[config.mk]
export PLATFORM = sky130hd
export DESIGN_NAME = seg_scan_scheduler
export DESIGN_NICKNAME = d
export VERILOG_FILES = /design/src/rtl/seg_scan_scheduler.sv
export SDC_FILE = /design/constraint.sdc
export NUM_CORES = 1
export LEC_CHECK = 0
export CORE_AREA = 3 3 129 131
export DETAILED_ROUTE_END_ITERATION = 8
export DIE_AREA = 0 0 132 134
export GPL_ROUTABILITY_DRIVEN = 0
export GPL_TIMING_DRIVEN = 0
export RECOVER_POWER = 100
export SLEW_MARGIN = 20
export SYNTH_ARGS = -nofsm -noshare
export SYNTH_HDL_FRONTEND = slang
export SYNTH_SLANG_ARGS = --single-unit
[constraint.sdc]
create_clock -name clk -period 2.6 [get_ports clk]
set_input_delay 0.52 -clock clk [delete_from_list [all_inputs] [get_ports clk]]
set_output_delay 0.52 -clock clk [all_outputs]
set_load 0.1 [all_outputs]
[src/rtl/seg_scan_scheduler.sv]
// Multiplexed 7-segment scan controller: shadow/active digit buffers, frame-boundary commit, per-slot blanking.
// Optional macro SEG_DIM_EN adds the bright port (PWM dimming of the SHOW period).
module seg_scan_scheduler #(
    parameter int NUM_DIGITS = 8,
    parameter int SCAN_DIV   = 50000,
    parameter int BLANK_CYC  = 16
) (
    input  logic       clk,
    input  logic       reset,
    input  logic       enable,
    input  logic       wr_valid,
    output logic       wr_ready,
    input  logic [2:0] wr_addr,
    input  logic [7:0] wr_data,
    input  logic       commit_req,
    output logic       commit_ack,
    output logic       frame_tick,
    output logic [7:0] segout,
    output logic [2:0] scanout
`ifdef SEG_DIM_EN
    ,
    input  logic [3:0] bright
`endif
);
    // Counter is at least 4 bits wide so the dimming compare always has slot_cnt[3:0].
    localparam int              CW        = (SCAN_DIV > 16) ? $clog2(SCAN_DIV) : 4;
    localparam logic [CW-1:0]   LAST_CNT  = CW'(SCAN_DIV - 1);
    localparam logic [CW-1:0]   BLANK_END = CW'(BLANK_CYC - 1);
    localparam logic [2:0]      LAST_DIG  = 3'(NUM_DIGITS - 1);

    typedef enum logic [1:0] {ST_IDLE, ST_BLANK, ST_SHOW} state_t;

    state_t          r_state, w_nxt_state;
    logic [CW-1:0]   r_cnt, w_nxt_cnt;
    logic [2:0]      r_digit, w_nxt_digit;
    logic            r_pending, w_nxt_pending;
    logic            r_ack, w_nxt_ack;
    logic            r_ftick, w_nxt_ftick;
    logic [7:0]      r_seg, w_nxt_seg;
    logic [2:0]      r_scan;
    logic [7:0]      r_shadow [8];
    logic [7:0]      r_active [8];
    logic            w_wr_fire;
    logic            w_lit;

    assign w_wr_fire = wr_valid & ~r_pending;

    always_comb begin
        w_nxt_state = r_state;
        w_nxt_cnt   = r_cnt;
        w_nxt_digit = r_digit;
        if (!enable) begin
            w_nxt_state = ST_IDLE;
            w_nxt_cnt   = '0;
            w_nxt_digit = '0;
        end else begin
            case (r_state)
                ST_IDLE: begin
                    w_nxt_state = ST_BLANK;
                    w_nxt_cnt   = '0;
                    w_nxt_digit = '0;
                end
                ST_BLANK: begin
                    w_nxt_cnt = r_cnt + 1'b1;
                    if (r_cnt == BLANK_END)
                        w_nxt_state = ST_SHOW;
                end
                ST_SHOW: begin
                    if (r_cnt == LAST_CNT) begin
                        w_nxt_state = ST_BLANK;
                        w_nxt_cnt   = '0;
                        w_nxt_digit = (r_digit == LAST_DIG) ? 3'd0 : r_digit + 3'd1;
                    end else begin
                        w_nxt_cnt = r_cnt + 1'b1;
                    end
                end
                default: begin
                    w_nxt_state = ST_IDLE;
                    w_nxt_cnt   = '0;
                    w_nxt_digit = '0;
                end
            endcase
        end

        // Outputs are registered from the next-state view so they line up with r_state.
        w_nxt_pending = r_ack ? 1'b0 : (r_pending | commit_req);
        w_nxt_ftick   = (w_nxt_state == ST_SHOW) && (w_nxt_cnt == LAST_CNT) &&
                        (w_nxt_digit == LAST_DIG);
        w_nxt_ack     = w_nxt_pending && (w_nxt_ftick || (w_nxt_state == ST_IDLE));

`ifdef SEG_DIM_EN
        w_lit = (w_nxt_cnt[3:0] <= bright);
`else
        w_lit = 1'b1;
`endif
        w_nxt_seg = ((w_nxt_state == ST_SHOW) && w_lit) ? r_active[w_nxt_digit] : 8'hFF;
    end

    always_ff @(posedge clk) begin
        if (reset) begin
            r_state   <= ST_IDLE;
            r_cnt     <= '0;
            r_digit   <= '0;
            r_pending <= 1'b0;
            r_ack     <= 1'b0;
            r_ftick   <= 1'b0;
            r_seg     <= 8'hFF;
            r_scan    <= '0;
            for (int i = 0; i < 8; i++) begin
                r_shadow[i] <= 8'hFF;
                r_active[i] <= 8'hFF;
            end
        end else begin
            r_state   <= w_nxt_state;
            r_cnt     <= w_nxt_cnt;
            r_digit   <= w_nxt_digit;
            r_pending <= w_nxt_pending;
            r_ack     <= w_nxt_ack;
            r_ftick   <= w_nxt_ftick;
            r_seg     <= w_nxt_seg;
            r_scan    <= w_nxt_digit;
            // Out-of-range addresses complete the handshake but store nothing.
            if (w_wr_fire && ({1'b0, wr_addr} < 4'(NUM_DIGITS)))
                r_shadow[wr_addr] <= wr_data;
            // r_ack only rises with the frame's last cycle or in IDLE, never mid-frame.
            if (r_ack) begin
                for (int i = 0; i < 8; i++)
                    r_active[i] <= r_shadow[i];
            end
        end
    end

    assign wr_ready   = ~r_pending;
    assign commit_ack = r_ack;
    assign frame_tick = r_ftick;
    assign segout     = r_seg;
    assign scanout    = r_scan;

endmodule
==> flow_summary_export.csv <==
group,metric,value,unit
floorplanning,die_x,132,microns
power_and_ir_drop,p_leak,2.61,nW
min_path,holdCritPathClass,"flop to flop",
sta,slew-limit-headroom,0.0338,
power_and_ir_drop,ir_worst_vdd,0.000495,V
synthesis,yosysWarnings,0,
sta,rsz0062_at_grt,"yes",
clocking,cts_tree,"done",
global_route,grt_overflow_total,0,
finish,seq_area,0.00450,sq mm
setup_path,worstPathArrival,2.91,ns
setup_path,crit_type,"flop to flop",
finish,fillers,1321,
routing,via_per_inst,4.91,
power_and_ir_drop,totalPowerFinal,5.64,mW
global_route,grt_max_degree,66,
finish,instances_no_fill,806,
synthesis,synth.cell_area,0.00703,sq mm
setup_path,critical-path-top-delay-family,"simple AND/OR/NAND/NOR gates",
synthesis,synth_area_leaders,"edfxtp_1, dfxtp_1, mux2i_1, nand2b_1, or2_2",
floorplanning,rows,46,
setup_path,r2r-end,"segout[5]$_SDFF_PP1_",
clocking,cts-hold-fix-buffers,0,
setup_path,crit_start,"r_cnt[5]$_SDFF_PP0_",
clocking,h-tree-depth,4,
clocking,cts_buffer_depth,2,
setup_path,reg2regPathDepth,10,
floorplanning,start_util,0.447,
routing,dr_total_vias,3955,
sta,min_period,2.61,ns
setup_path,cpPeakStageDelay,0.56,ns
sta,worst_pin_slew,1.45,ns
setup_path,cp.depth,10,
clocking,path_clk_slew,0.06,ns
finish,antenna_cells,0,
synthesis,synth.avg_cell_area,13.5,sq um
routing,post_drt_wl_per_cell,17.3,microns
synthesis,synthFlopType,"edfxtp_1",
global_route,grt_pass1_vias,4050,
synthesis,postSynthRegisterBits,160,
routing,drc,0,
setup_path,path_buf_inv,3,
placement,hpwl,9870,microns
synthesis,synth_top_area_frac,0.547,
setup_path,end_kind,"flop",
run_status,violations,"negative setup slack",
sta,hold_viol,0,
setup_path,r2r-start,"r_cnt[5]$_SDFF_PP0_",
global_route,grt_first_pass_wirelength,22100,microns
setup_path,cp-endpoint,"segout[5]$_SDFF_PP1_",
synthesis,ys_types,46,
global_route,grt_usage,0.166,
finish,syn_to_final_growth,20.4,%
synthesis,synth_edf_count,128,
flow_run,drv_cap,0,
setup_path,cp.required,2.90,ns
finish,layout.nets,600,
clocking,clock_tree.root_cell,"clkbuf_16",
floorplanning,placeableCoreArea,0.0157,sq mm
routing,totalWireLength,14000,microns
sta,post-route-period-util,1.00,
sta,timing.final.max_slew_violations,0,
clocking,insertion_delay,0.42,ns
sta,setup_viol,2,
synthesis,syn-num-nets,543,
synthesis,yosysSeqAreaShare,0.638,
setup_path,critPathSlowestCell,"or4_4",
synthesis,syn_inst,520,
setup_path,cp_cell_sequence,"or4_4 > or4_4 > nand3_2 > a31o_1 > buf_6 > buf_6 > buf_12 > mux2i_2 > mux2i_1 > o22a_1",
routing,drt-initial-drc-count,211,
placement,dp.cells,764,
finish,multi_input_area,0.00241,sq mm
sta,fin_worst_skew,0.00717,ns
global_route,antenna_found_initial,0,
sta,fmax,383,MHz
floorplanning,dieArea,0.0177,sq mm
run_status,status,"complete, but fails checks",
synthesis,async_reset_ff_frac,0,
setup_path,r2r_setup_slack,-0.01,ns
power_and_ir_drop,power.density,667,mW/mm^2
routing,drtAntennaViolNets,0,
sta,setup_ws,-0.00958,ns
floorplanning,die_h,134,microns
finish,drive_gt1_frac,0.256,
synthesis,yosysTopAreaCell,"edfxtp_1",
floorplanning,io_pins,30,
routing,drtPass1Iterations,4,
placement,port_buffers,28,
setup_path,worstPathMaxFanout,5,
clocking,cts_buffers,17,
clocking,cts_num_sinks,160,
setup_path,cp-start-kind,"flop",
[state kept, by name (all words and copies together) (netlist names)]
register and flops:
scanout 3, frame_tick 1, r_pending 1, r_cnt 16, r_state 2, commit_ack 1, segout 8, r_shadow 64
r_active 64
[area by class of cell]
type                       instances  share of cell area
buffer                            20              0.0226
clock buffer                      17              0.0503
clock inverter                    15              0.0243
inverter                           8             0.00355
multi-input combinational        328               0.285
sequential                       160               0.532
tap                              216              0.0319
timing repair buffer              42              0.0501
[cell usage after synthesis, types with 2 or more instances]
| cell | count |
|---|---|
| a21oi_1 | 2 |
| a31oi_1 | 2 |
| and2_1 | 2 |
| and3_1 | 3 |
| buf_12 | 3 |
| buf_4 | 3 |
| buf_6 | 3 |
| bufbuf_16 | 2 |
| clkbuf_1 | 12 |
| dfxtp_1 | 32 |
| edfxtp_1 | 128 |
| ha_1 | 7 |
| inv_1 | 8 |
| mux2i_1 | 49 |
| nand2_1 | 14 |
| nand2b_1 | 71 |
| nand3_1 | 9 |
| nand4_1 | 8 |
| nand4b_1 | 2 |
| nor2_1 | 27 |
| nor2b_1 | 4 |
| nor3_1 | 4 |
| nor4_1 | 7 |
| nor4b_1 | 2 |
| o21ai_0 | 5 |
| o22a_1 | 8 |
| or2_2 | 68 |
| or4_1 | 2 |
| or4_4 | 2 |
| xnor2_1 | 10 |
| xor2_1 | 6 |
[layout by cell type, fill, tap and decap left out, types with 6 or more instances in the layout]
cell type        count
or2_2               68
nand2b_1            71
mux2i_2             11
nand4_1              8
clkbuf_1            15
buf_4                8
nor2_1              27
nor4_1               6
o22a_1               8
clkbuf_16           17
mux2i_1             33
clkdlybuf4s50_1     15
ha_1                 6
xor2_1               6
edfxtp_1           128
nand2_1             13
dlygate4sd3_1       12
xnor2_1             10
nand3_1              9
inv_1                8
dfxtp_1             25
[worst min path at each step]
stage                              startpoint                  end  slack (ns)  cells past startpoint
after global placement    r_cnt[0]$_SDFF_PP0_  r_cnt[0]$_SDFF_PP0_        0.46                      1
after global routing      r_cnt[0]$_SDFF_PP0_  r_cnt[0]$_SDFF_PP0_        0.48                      1
final                     r_cnt[0]$_SDFF_PP0_  r_cnt[0]$_SDFF_PP0_        0.46                      1
after CTS                 r_cnt[0]$_SDFF_PP0_  r_cnt[0]$_SDFF_PP0_        0.48                      1
after floorplan           r_cnt[0]$_SDFF_PP0_  r_cnt[0]$_SDFF_PP0_        0.44                      1
after detailed placement  r_cnt[0]$_SDFF_PP0_  r_cnt[0]$_SDFF_PP0_        0.47                      1
[routing by layer]
| metal | vias to the layer above | share of wire | track usage |
|---|---|---|---|
| li1 | 1965 | - | - |
| met1 | 1874 | 0.46 | 0.220 |
| met4 | 0 | 0.023 | 0.0694 |
| met5 | - | 0 | 0 |
| met2 | 91 | 0.47 | 0.265 |
| met3 | 25 | 0.045 | 0.0375 |
[where the power goes]
part | internal (mW) | switching (mW)
registers | 2.80 | 0.0136
clock network | 1.62 | 1.02
logic | 0.0545 | 0.132
[cells by family after synthesis]
logic type | Yosys count | share of synthesized area
compound gates | 24 | 0.0249
xor+xnor | 16 | 0.0199
fa+ha+maj | 7 | 0.0125
buf+inv | 32 | 0.0379
flops | 160 | 0.638
mux | 49 | 0.0698
simple gates | 232 | 0.197
[metrics by stage]
stage | hold slack, ns | setup slack, ns | setup TNS (ns) | utilization | instance area, sq um
after floorplan | 0.436 | 0.00780 | 0 | - | 7030
final | 0.457 | -0.00958 | -0.00989 | 0.538 | 8460
after detailed placement | 0.471 | -0.324 | -4.19 | 0.482 | 7580
after CTS | 0.482 | -0.0294 | -0.0641 | 0.539 | 8460
after global routing | 0.481 | -0.103 | -0.665 | 0.538 | 8460
after global placement | 0.457 | -0.281 | -4.13 | 0.482 | 7580
[what timing repair did]
item | in CTS | in global routing
endpoints found under the setup margin | 8 | 9
pin swaps | 9 | 4
resized for setup | 36 | 9
cloned | 2 | 0
setup buffers | 12 | 1
(Power assumes the default switching activity.)
